`config.mk`:
```
export PLATFORM = sky130hd
export DESIGN_NAME = pipelined_addsub
export DESIGN_NICKNAME = d
export VERILOG_FILES = /design/src/rtl/addsub_pkg.sv /design/src/rtl/addsub_slice.sv /design/src/rtl/pipelined_addsub.sv
export SDC_FILE = /design/constraint.sdc
export NUM_CORES = 1
export LEC_CHECK = 0
export CORE_MARGIN = 10
export CORE_UTILIZATION = 29
export CTS_CLUSTER_DIAMETER = 30
export DETAILED_ROUTE_END_ITERATION = 16
export PLACE_DENSITY = 0.5
export SYNTH_ARGS = -nofsm -noshare
export SYNTH_HDL_FRONTEND = slang
export SYNTH_SLANG_ARGS = --single-unit
```
`constraint.sdc`:
```
create_clock -name clk -period 2.2 [get_ports clk]
set_clock_uncertainty 0.2 [all_clocks]
set_input_delay 0.33 -clock clk [delete_from_list [all_inputs] [get_ports clk]]
set_output_delay 0.33 -clock clk [all_outputs]
set_load 0.05 [all_outputs]
```
`src/rtl/addsub_pkg.sv`:
```
// Shared constants and helpers for the pipelined add/subtract unit.
// The mode encoding doubles as the carry-in of the lowest slice.
package addsub_pkg;

    localparam logic MODE_ADD = 1'b0;
    localparam logic MODE_SUB = 1'b1;

    // Subtraction runs as a + ~b + 1, so the borrow is the inverted carry-out.
    function automatic logic top_bit(input logic md, input logic co);
        return (md == MODE_SUB) ? ~co : co;
    endfunction

endpackage

```
`src/rtl/addsub_slice.sv`:
```
// One CHUNK-bit slice of the carry chain; purely combinational.
module addsub_slice #(
    parameter int CHUNK = 4
) (
    input  logic [CHUNK-1:0] x,
    input  logic [CHUNK-1:0] y,
    input  logic             ci,
    output logic [CHUNK-1:0] s,
    output logic             co
);

    assign {co, s} = {1'b0, x} + {1'b0, y} + {{CHUNK{1'b0}}, ci};

endmodule

```
`src/rtl/pipelined_addsub.sv`:
```
// Pipelined W-bit add/subtract: one CHUNK-bit carry slice resolved per stage,
// in-order results after STAGES cycles, one operation accepted per cycle.
module pipelined_addsub
    import addsub_pkg::*;
#(
    parameter int W     = 8,
    parameter int CHUNK = 4
) (
    input  logic         clk,
    input  logic         rst,
    input  logic         in_valid,
    input  logic         mode,
    input  logic [W-1:0] a,
    input  logic [W-1:0] b,
    output logic         out_valid,
    output logic [W:0]   sum
);

    localparam int STAGES = W / CHUNK;

    if (W < 1 || CHUNK < 1 || CHUNK > W || (W % CHUNK) != 0) begin : g_param_chk
        $error("pipelined_addsub: need W >= 1, 1 <= CHUNK <= W and W %% CHUNK == 0");
    end

    logic [STAGES:1]              vld_q, vld_d;
    logic [STAGES:0]              vld_pipe;
    logic [STAGES-1:0][W-1:0]     acc_r, bp_r;
    logic [STAGES-1:0]            cy_r, md_r;

    assign vld_pipe = {vld_q, in_valid};

    always_comb vld_d = vld_pipe[STAGES-1:0];

    always_ff @(posedge clk) begin
        if (rst) vld_q <= '0;
        else     vld_q <= vld_d;
    end

    for (genvar gi = 0; gi < STAGES; gi++) begin : g_stage
        logic [W-1:0]     in_acc, in_bp;
        logic             in_cy, in_md;
        logic [W-1:0]     acc_d, acc_q, bp_d, bp_q;
        logic             cy_d, cy_q, md_d, md_q;
        logic [CHUNK-1:0] s;
        logic             co;

        // acc carries finished low result slices plus still-raw upper slices of A.
        if (gi == 0) begin : g_first
            assign in_acc = a;
            assign in_bp  = (mode == MODE_SUB) ? ~b : b;
            assign in_cy  = mode;
            assign in_md  = mode;
        end else begin : g_next
            assign in_acc = acc_r[gi-1];
            assign in_bp  = bp_r[gi-1];
            assign in_cy  = cy_r[gi-1];
            assign in_md  = md_r[gi-1];
        end

        addsub_slice #(.CHUNK(CHUNK)) u_slice (
            .x  (in_acc[gi*CHUNK +: CHUNK]),
            .y  (in_bp[gi*CHUNK +: CHUNK]),
            .ci (in_cy),
            .s  (s),
            .co (co)
        );

        always_comb begin
            acc_d                      = in_acc;
            acc_d[gi*CHUNK +: CHUNK]   = s;
            bp_d                       = in_bp;
            cy_d                       = co;
            md_d                       = in_md;
        end

        // Data only moves with a valid op, so bubbles leave the last result in place.
        always_ff @(posedge clk) begin
            if (rst) begin
                acc_q <= '0;
                bp_q  <= '0;
                cy_q  <= 1'b0;
                md_q  <= 1'b0;
            end else if (vld_pipe[gi]) begin
                acc_q <= acc_d;
                bp_q  <= bp_d;
                cy_q  <= cy_d;
                md_q  <= md_d;
            end
        end

        assign acc_r[gi] = acc_q;
        assign bp_r[gi]  = bp_q;
        assign cy_r[gi]  = cy_q;
        assign md_r[gi]  = md_q;
    end

    assign out_valid = vld_pipe[STAGES];
    assign sum       = {top_bit(md_r[STAGES-1], cy_r[STAGES-1]), acc_r[STAGES-1]};

    logic unused_bp;
    assign unused_bp = ^bp_r[STAGES-1];

endmodule

```
==> flow_summary.json, run 1 <==
{
  "status": "finished clean",
  "path_clk_slew_ns": 0.09,
  "die_y_um": 85.5,
  "period_needed_ns": 2.03,
  "ff2ff_setup_slack_ns": 0.44,
  "routed_via_density": 4.43,
  "maxCapViolCount": 0,
  "start_kind": "input pin",
  "drc": 0,
  "syn_to_final_growth_pct": 36.2,
  "cp.required_ns": 2.14,
  "netlist_area_um2": 1240,
  "globalplace.congestion": 0.713,
  "crit_type": "input pin to flip-flop",
  "io_pins": 30,
  "finalSetupViolCount": 0,
  "drt_first_pass_iters": 4,
  "synth_area_per_cell_um2": 10.1,
  "port_buffers": 29,
  "synth_ff_type": "dfxtp_1",
  "slew_viol_final": 0,
  "num_antenna_cells": 0,
  "clockBufferDepth": 2,
  "cts_made_buffers": 3,
  "rsz0062_at_grt": "false",
  "route.met2.wl_mm": 1.27,
  "synth.top_cell.area_share": 0.418,
  "ant_nets": 0,
  "highest_layer": "met4",
  "yosysTopAreaCell": "dfxtp_1",
  "cts-resized-gates": 0,
  "clkLatencyLatePin_ns": 0.27,
  "holdWs_ns": 0.282,
  "cts_hold_buffers": 0,
  "synth-seq-cells": 26,
  "wl_met1_mm": 1.32,
  "cts_max_level": 1,
  "wirelength_mm": 2.78,
  "cp_max_fo": 2,
  "layout.nets": 190,
  "cts_setup_buffers": 0,
  "antenna_found_initial": 0,
  "drt_iter0_drc": 23,
  "synth_edf_count": 0,
  "post-synth-top-count-cell": "dfxtp_1",
  "r2r-end": "g_stage[1].cy_q$_SDFFE_PP0P_",
  "peakVddDrop_mv": 0.294,
  "grt_overflow": 0,
  "holdPathStages": 2,
  "hold_violations": 0,
  "grt_usage": 0.0793,
  "core_um2": 4090,
  "yosysUniqueCellTypes": 29,
  "fillerInstances": 413,
  "grt_pass1_vias": 1026,
  "r2r-start": "g_stage[0].bp_q[4]$_SDFFE_PP0P_",
  "worst_pin_slew_ns": 0.515,
  "clockRootBuffer": "clkbuf_8",
  "synthArstFlopShare": 0,
  "grt_pass1_wl_mm": 4.78,
  "synth_area_leaders": "dfxtp_1, mux2i_1, nor2_1",
  "initial_core_util": 0.305,
  "syn_inst": 123,
  "wl_met3_um": 141,
  "drive_gt1_frac": 0.113,
  "syn-num-nets": 152,
  "power_density_nw_per_um2": 645,
  "final_util": 0.415,
  "die_x_um": 85.5,
  "yosys_warnings": 0,
  "yosys-top-cells-count": "dfxtp_1, nor2_1, mux2i_1",
  "avgRoutedWirePerCell_um": 13.2,
  "period_share": 0.923,
  "worstRegToRegCells": 6,
  "ys_seq_area_frac": 0.418,
  "clock.fmax_mhz": 492,
  "arrival_ns": 1.97,
  "slew_headroom": 0.655,
  "clock-sinks": 26,
  "end_kind": "flip-flop",
  "leakage_nw": 0.693,
  "die_area_um2": 7310,
  "num_vias": 931,
  "hold_path_class": "flip-flop to flip-flop",
  "num_rows": 23,
  "cts_tree": "yes",
  "crit_end": "g_stage[0].cy_q$_SDFFE_PP0P_",
  "startpoint": "b[0]",
  "grt_start_max_net_pins": 15,
  "dp_hpwl_mm": 2.20
}
stage by stage:
step	setup TNS (ns)	setup slack (ns)	cell area [um^2]	power, W	instances
after CTS	0	0.167	1700	0.00111	210
after global placement	-0.138	-0.0969	1640	0.000792	206
after global routing	0	0.0665	1700	0.00116	210
after floorplan	0	0.365	1240	0.000694	123
final	0	0.169	1700	0.00109	210
after detailed placement	-0.230	-0.110	1640	0.000796	206
cells in the final DEF (no fill, tap or decap), drive strengths merged, types with 2 or more instances in the layout:
cell           instances
a211oi                 8
a21o                   3
a21oi                  3
buf                   12
clkbuf                 4
clkdlybuf4s50         28
dfxtp                 26
fa                     3
ha                     6
inv                    4
mux2i                 13
nor2                  22
nor2b                  3
nor3b                  2
xnor2                  7
xor2                   4
worst max-delay path, cell delays in order:
cell and delay [ns]:
clkdlybuf4s50_1 0.50, mux2_4 0.32, fa_1 0.41, a21o_1 0.20, a21oi_1 0.14, a211oi_1 0.08
layer usage:
metal  vias up  GRT usage
li1        497          -
met1       412     0.0996
met2        20      0.119
met3         2     0.0218
met4         0     0.0449
met5         -          0
logic make-up after synthesis:
| logic type | share of synthesized area |
|---|---|
| compound gates | 0.114 |
| xor+xnor | 0.0774 |
| fa+ha+maj | 0.109 |
| buf+inv | 0.0422 |
| flops | 0.418 |
| mux | 0.117 |
| simple gates | 0.124 |
where the power goes:
group          switching [W]  internal, W
Sequential         0.0000189     0.000503
Combinational       0.000131     0.000130
Clock               0.000151     0.000160
Total               0.000301     0.000793
sequential cells by signal (all words and copies together), names as in the netlist:
register       count
g_stage.acc_q     16
g_stage.bp_q       4
g_stage.cy_q       2
g_stage.md_q       2
vld_q              2
area by class of cell:
class / count / area (um^2) / area share
clock buffers: 4 / 55.1 / 0.0325
flip-flops and latches: 26 / 520 / 0.307
repair buffers: 40 / 370 / 0.218
multi-input cells: 86 / 672 / 0.396
inverters: 4 / 15.0 / 0.00886
well taps: 50 / 62.6 / 0.0369
worst min path at each step:
stage / start / end / slack [ns]
2_1_floorplan: g_stage[0].acc_q[3]$_SDFFE_PP0P_ / g_stage[1].acc_q[3]$_SDFFE_PP0P_ / 0.26
5_1_grt: g_stage[1].acc_q[5]$_SDFFE_PP0P_ / g_stage[1].acc_q[5]$_SDFFE_PP0P_ / 0.34
3_3_place_gp: g_stage[1].acc_q[5]$_SDFFE_PP0P_ / g_stage[1].acc_q[5]$_SDFFE_PP0P_ / 0.27
3_5_place_dp: g_stage[1].acc_q[5]$_SDFFE_PP0P_ / g_stage[1].acc_q[5]$_SDFFE_PP0P_ / 0.27
4_1_cts: g_stage[1].acc_q[5]$_SDFFE_PP0P_ / g_stage[1].acc_q[5]$_SDFFE_PP0P_ / 0.29
6_report: g_stage[1].acc_q[5]$_SDFFE_PP0P_ / g_stage[1].acc_q[5]$_SDFFE_PP0P_ / 0.28
Note: power is estimated with default switching activity, not from simulation.
==> run 2, diff against run 1 <==
--- a/config.mk
+++ b/config.mk
@@ -5,10 +5,12 @@
 export SDC_FILE = /design/constraint.sdc
 export NUM_CORES = 1
 export LEC_CHECK = 0
+export CAP_MARGIN = 20
 export CORE_MARGIN = 10
 export CORE_UTILIZATION = 29
 export CTS_CLUSTER_DIAMETER = 30
 export DETAILED_ROUTE_END_ITERATION = 16
+export GPL_TIMING_DRIVEN = 0
 export PLACE_DENSITY = 0.5
 export SYNTH_ARGS = -nofsm -noshare
 export SYNTH_HDL_FRONTEND = slang
==> run 2 against run 1 <==
  * Sequential share of layout area grew 1.2 points
  * Worst setup slack worse by 0.077 ns
  * Register-to-register slack about the same
  * Worst hold slack worse by 0.084 ns
  * Sequential power is essentially flat
  * Utilization down 1.6 points
  * Critical path depth decreased by 4
  * Power fell by 5.9%
  * Critical path type is now flip-flop to output port
  * Critical endpoint is now sum[8]
  * Largest cell class unchanged
==> flow_summary.json, run 2 (synthesis gave the netlist of run 1 again) <==
{
  "dp_hpwl_mm": 2.26,
  "slew_viol_final": 0,
  "die_x_um": 85.5,
  "cp.buffers_inverters": 1,
  "p_sw_w": 0.000285,
  "p_clk_frac": 0.253,
  "dp_worst_setup_slack_ns": -0.167,
  "crit_type": "flip-flop to output port",
  "routed_via_density": 4.57,
  "clock.fmax_mhz": 474,
  "period_share": 0.958,
  "hold_end": "g_stage[0].md_q$_SDFFE_PP0P_",
  "peakVddDrop_mv": 0.201,
  "arrival_ns": 1.58,
  "cts_made_buffers": 3,
  "num_antenna_cells": 0,
  "worst_pin_slew_ns": 0.513,
  "worstHoldStart": "mode",
  "rsz0062_at_grt": "false",
  "num_vias": 932,
  "drt_first_pass_iters": 3,
  "path_clk_slew_ns": 0.09,
  "grt_pass1_vias": 987,
  "r2r-start": "g_stage[0].cy_q$_SDFFE_PP0P_",
  "final_util": 0.399,
  "final_common_cell": "clkdlybuf4s50_1",
  "cts_tree": "yes",
  "cp_max_fo": 2,
  "clockRootBuffer": "clkbuf_8",
  "path_cells": "xor2_1 -> clkdlybuf4s50_1",
  "grt_pass1_wl_mm": 4.68,
  "grt_start_max_net_pins": 14,
  "num_rows": 23,
  "hold_violations": 0,
  "leakage_nw": 0.650,
  "initial_core_util": 0.305,
  "globalplace.congestion": 0.789,
  "start_kind": "flip-flop",
  "seqPwrFrac": 0.508,
  "regMostFlops": "g_stage.acc_q",
  "clock-sinks": 26,
  "slowest_delay_ns": 0.82,
  "status": "finished clean",
  "holdPathStages": 3,
  "ff2ff_setup_slack_ns": 0.45,
  "drc": 0,
  "end_kind": "output port",
  "layout.nets": 185,
  "switching_share": 0.277,
  "die_y_um": 85.5,
  "cts_setup_buffers": 0,
  "cts-resized-gates": 0,
  "core_um2": 4090,
  "crit_family": "buffers and inverters",
  "period_needed_ns": 2.11,
  "avgRoutedWirePerCell_um": 13.4,
  "clockBufferDepth": 2,
  "finalSetupViolCount": 0,
  "final_cell_mix": "clkdlybuf4s50_1, dfxtp_1, nor2_1",
  "clkLatencyLatePin_ns": 0.26,
  "intPower_w": 0.000744,
  "port_buffers": 28,
  "cts_hold_buffers": 0,
  "maxCapViolCount": 0,
  "io_pins": 30,
  "r2r-end": "g_stage[1].cy_q$_SDFFE_PP0P_",
  "grt_overflow": 0,
  "slew_headroom": 0.657,
  "die_area_um2": 7310,
  "cp.required_ns": 1.67,
  "comb_power_share": 0.239,
  "cts_max_level": 1,
  "antenna_found_initial": 0,
  "ant_nets": 0,
  "drt_iter0_drc": 51,
  "hold_path_class": "input pin to flip-flop",
  "largest_reg_flops": 16,
  "worstRegToRegCells": 6,
  "reg_top3": "g_stage.acc_q: 16 flops, g_stage.bp_q: 4 flops",
  "grt_usage": 0.0779,
  "crit_slowest_cell": "clkdlybuf4s50_1",
  "setup_slack_ns": 0.0920,
  "power_density_nw_per_um2": 632,
  "wirelength_mm": 2.73,
  "syn_to_final_growth_pct": 30.9,
  "drive_gt1_frac": 0.0584
}
run 2: cell count changes in the layout (fill, tap and decap cells not counted):
cell,delta
buf_6,+1
buf_4,-12
buf_2,+3
buf_1,+1
clkbuf_8,-1
clkbuf_1,+2
run 2: power by group through the flow:
stage | Sequential [W] | Clock, W | Combinational, W
2_1_floorplan | 0.000561 | 0 | 0.000133
3_3_place_gp | 0.000534 | 0 | 0.000245
3_5_place_dp | 0.000535 | 0 | 0.000250
4_1_cts | 0.000524 | 0.000270 | 0.000251
5_1_grt | 0.000528 | 0.000299 | 0.000272
6_report | 0.000523 | 0.000260 | 0.000246
run 2: layout make-up:
cell class | count | area, um^2
Tap cell | 50 | 62.6
Inverter | 4 | 15.0
Fill cell | 440 | 2460
Clock buffer | 3 | 41.3
Sequential cell | 26 | 520
Buffer | 7 | 37.5
Multi-Input combinational cell | 86 | 672
Timing Repair Buffer | 28 | 280
run 2: tightest hold or removal path, cell delays in order:
cell and delay, ns:
buf_6 0.13, mux2i_1 0.08, nor2_1 0.08
run 2: metal layers:
| metal | GRT usage | part of all wire | up-vias |
|---|---|---|---|
| met4 | 0.0404 | 0.018 | 0 |
| met2 | 0.131 | 0.47 | 22 |
| met5 | 0 | 0 | - |
| met3 | 0.0237 | 0.057 | 4 |
| met1 | 0.0864 | 0.46 | 420 |
| li1 | - | - | 486 |
run 2: per-stage QoR:
stage	std cells	TNS, ns	hold WS, ns	area, um^2	total power, W
6_report	204	0	0.198	1630	0.00103
5_1_grt	204	0	0.229	1630	0.00110
3_5_place_dp	201	-0.215	0.273	1590	0.000785
2_1_floorplan	123	0	0.255	1240	0.000694
3_3_place_gp	201	-0.200	0.267	1590	0.000779
4_1_cts	204	0	0.197	1630	0.00104
run 2: how the worst max path moves through the flow:
stage	to	start	slack (ns)	cells after the start
finish	sum[8]	g_stage[1].md_q$_SDFFE_PP0P_	0.09	2
global route	sum[8]	g_stage[1].cy_q$_SDFFE_PP0P_	0.01	2
CTS	sum[8]	g_stage[1].cy_q$_SDFFE_PP0P_	0.07	2
detailed placement	g_stage[0].cy_q$_SDFFE_PP0P_	b[0]	-0.17	6
global placement	g_stage[0].cy_q$_SDFFE_PP0P_	b[0]	-0.17	6
floorplan	g_stage[0].cy_q$_SDFFE_PP0P_	mode	0.36	6
==> run 3, diff against run 2 <==
--- a/config.mk
+++ b/config.mk
@@ -7,11 +7,11 @@
 export LEC_CHECK = 0
 export CAP_MARGIN = 20
 export CORE_MARGIN = 10
-export CORE_UTILIZATION = 29
+export CORE_UTILIZATION = 34
 export CTS_CLUSTER_DIAMETER = 30
 export DETAILED_ROUTE_END_ITERATION = 16
 export GPL_TIMING_DRIVEN = 0
-export PLACE_DENSITY = 0.5
+export PLACE_DENSITY = 0.56
 export SYNTH_ARGS = -nofsm -noshare
 export SYNTH_HDL_FRONTEND = slang
 export SYNTH_SLANG_ARGS = --single-unit
==> run 3 against run 2 <==
  * Die area shrank 11%
  * Via count grew 1.4%
  * Maximum frequency grew 0.34%
  * Final cell count shrank 2.0%
  * Highest routed layer unchanged
  * Cell area shrank 0.15%
  * Utilization grew 7.4 points
  * Worst hold slack gained 0.0016 ns
  * Clock power shrank 2%
==> flow_summary.json, run 3 (synthesis gave the netlist of run 1 again) <==
{
  "clock.fmax_mhz": 476,
  "rsz0062_at_grt": "false",
  "cts_setup_buffers": 0,
  "slew_viol_final": 0,
  "end_kind": "flip-flop",
  "die_area_um2": 6480,
  "leakage_nw": 0.665,
  "grt_start_max_net_pins": 14,
  "maxCapViolCount": 0,
  "port_buffers": 28,
  "startpoint": "b[0]",
  "cts_made_buffers": 3,
  "grt_usage": 0.0852,
  "status": "finished clean",
  "final_cell_mix": "clkdlybuf4s50_1, dfxtp_1, nor2_1",
  "path_clk_slew_ns": 0.08,
  "path_cells": "clkdlybuf4s50_1 -> mux2_4 -> fa_1 -> a21o_1 -> a21oi_1 -> a211oi_1",
  "hold_path_class": "input pin to flip-flop",
  "power_density_nw_per_um2": 629,
  "period_share": 0.955,
  "dp_hpwl_mm": 2.13,
  "grt_pass1_wl_mm": 4.44,
  "globalplace.congestion": 0.807,
  "grt_pass1_vias": 953,
  "r2r-end": "g_stage[1].cy_q$_SDFFE_PP0P_",
  "r2r-start": "g_stage[0].cy_q$_SDFFE_PP0P_",
  "largest_reg_flops": 16,
  "hold_end": "g_stage[0].md_q$_SDFFE_PP0P_",
  "syn_to_final_growth_pct": 30.7,
  "clockRootBuffer": "clkbuf_8",
  "arrival_ns": 2.03,
  "ant_nets": 0,
  "finalSetupViolCount": 0,
  "clock-sinks": 26,
  "slew_headroom": 0.660,
  "clkLatencyLatePin_ns": 0.26,
  "worst_pin_slew_ns": 0.508,
  "peakVddDrop_mv": 0.220,
  "crit_family": "buffers and inverters",
  "period_needed_ns": 2.10,
  "start_kind": "input pin",
  "worstHoldStart": "mode",
  "layout.nets": 185,
  "initial_core_util": 0.362,
  "slowest_delay_ns": 0.51,
  "ff2ff_setup_slack_ns": 0.43,
  "worstRegToRegCells": 6,
  "die_x_um": 80.5,
  "cts_max_level": 1,
  "antenna_found_initial": 0,
  "cp_max_fo": 3,
  "cp.required_ns": 2.13,
  "num_antenna_cells": 0,
  "crit_slowest_cell": "clkdlybuf4s50_1",
  "hold_violations": 0,
  "final_util": 0.473,
  "reg_top3": "g_stage.acc_q: 16 flops, g_stage.bp_q: 4 flops",
  "avgRoutedWirePerCell_um": 13.2,
  "cts_tree": "yes",
  "routed_via_density": 4.73,
  "holdWs_ns": 0.200,
  "core_um2": 3440,
  "clockBufferDepth": 2,
  "fillerInstances": 342,
  "io_pins": 30,
  "drt_first_pass_iters": 4,
  "regMostFlops": "g_stage.acc_q",
  "crit_type": "input pin to flip-flop",
  "die_y_um": 80.5,
  "holdPathStages": 3,
  "drive_gt1_frac": 0.0584,
  "wirelength_mm": 2.64,
  "drt_iter0_drc": 37,
  "cp.buffers_inverters": 1,
  "num_rows": 21,
  "final_common_cell": "clkdlybuf4s50_1",
  "num_vias": 945,
  "drc": 0,
  "grt_overflow": 0
}
==> run 3: cell count changes in the layout (fill, tap and decap cells not counted) <==
cell             change
dlymetal6s2s_1       +1
clkdlybuf4s50_1      -1
==> run 3: worst register-to-register path: stages (launching register included) <==
cell	delay [ns]
dfxtp_1	0.37
fa_1	0.20
inv_1	0.06
fa_1	0.39
nor2b_1	0.12
o21ai_0	0.08
a311oi_1	0.26
==> run 3: timing repair <==
action | in CTS | in global routing
hold buffers | 0 | 0
setup endpoints to repair | 0 | 1
gates resized for setup | 0 | 1
==> run 3: routing by layer <==
layer / vias to the layer above / wire, um / track usage
li1: 491 / - / -
met3: 2 / 156 / 0.0200
met1: 427 / 1220 / 0.110
met2: 25 / 1230 / 0.131
met5: - / 0 / 0
met4: 0 / 33 / 0.0370
==> run 3: area by class of cell <==
| class | count | area [um^2] | area share |
|---|---|---|---|
| Inverter | 4 | 15.0 | 0.00923 |
| Multi-Input combinational cell | 86 | 672 | 0.413 |
| Tap cell | 46 | 57.6 | 0.0354 |
| Timing Repair Buffer | 28 | 283 | 0.174 |
| Buffer | 7 | 37.5 | 0.0231 |
| Sequential cell | 26 | 520 | 0.320 |
| Clock buffer | 3 | 41.3 | 0.0254 |
==> run 3: where the power goes <==
part	internal, W	total (W)	switching [W]	leakage (nW)
Sequential	0.000503	0.000523	0.0000200	0.214
Combinational	0.000119	0.000246	0.000128	0.430
Clock	0.000122	0.000254	0.000132	0.0216
Total	0.000744	0.00102	0.000279	0.665
==> run 3: worst max-delay path by stage <==
stage                                   endpoint  slack (ns)  cells after the start
floorplan           g_stage[0].cy_q$_SDFFE_PP0P_        0.36                      6
global placement    g_stage[0].cy_q$_SDFFE_PP0P_       -0.17                      6
detailed placement  g_stage[0].cy_q$_SDFFE_PP0P_       -0.17                      6
CTS                                       sum[8]        0.06                      2
global route        g_stage[0].cy_q$_SDFFE_PP0P_        0.02                      6
finish              g_stage[0].cy_q$_SDFFE_PP0P_         0.1                      6
==> run 3: per-stage QoR <==
step | std cells | total power (W) | worst slack (ns) | instance area [um^2] | setup TNS [ns]
after floorplan | 123 | 0.000694 | 0.365 | 1240 | 0
after global placement | 197 | 0.000779 | -0.167 | 1580 | -0.192
after detailed placement | 197 | 0.000783 | -0.173 | 1580 | -0.233
after CTS | 200 | 0.00104 | 0.0572 | 1620 | 0
after global routing | 200 | 0.00109 | 0.0231 | 1630 | 0
final | 200 | 0.00102 | 0.0992 | 1630 | 0
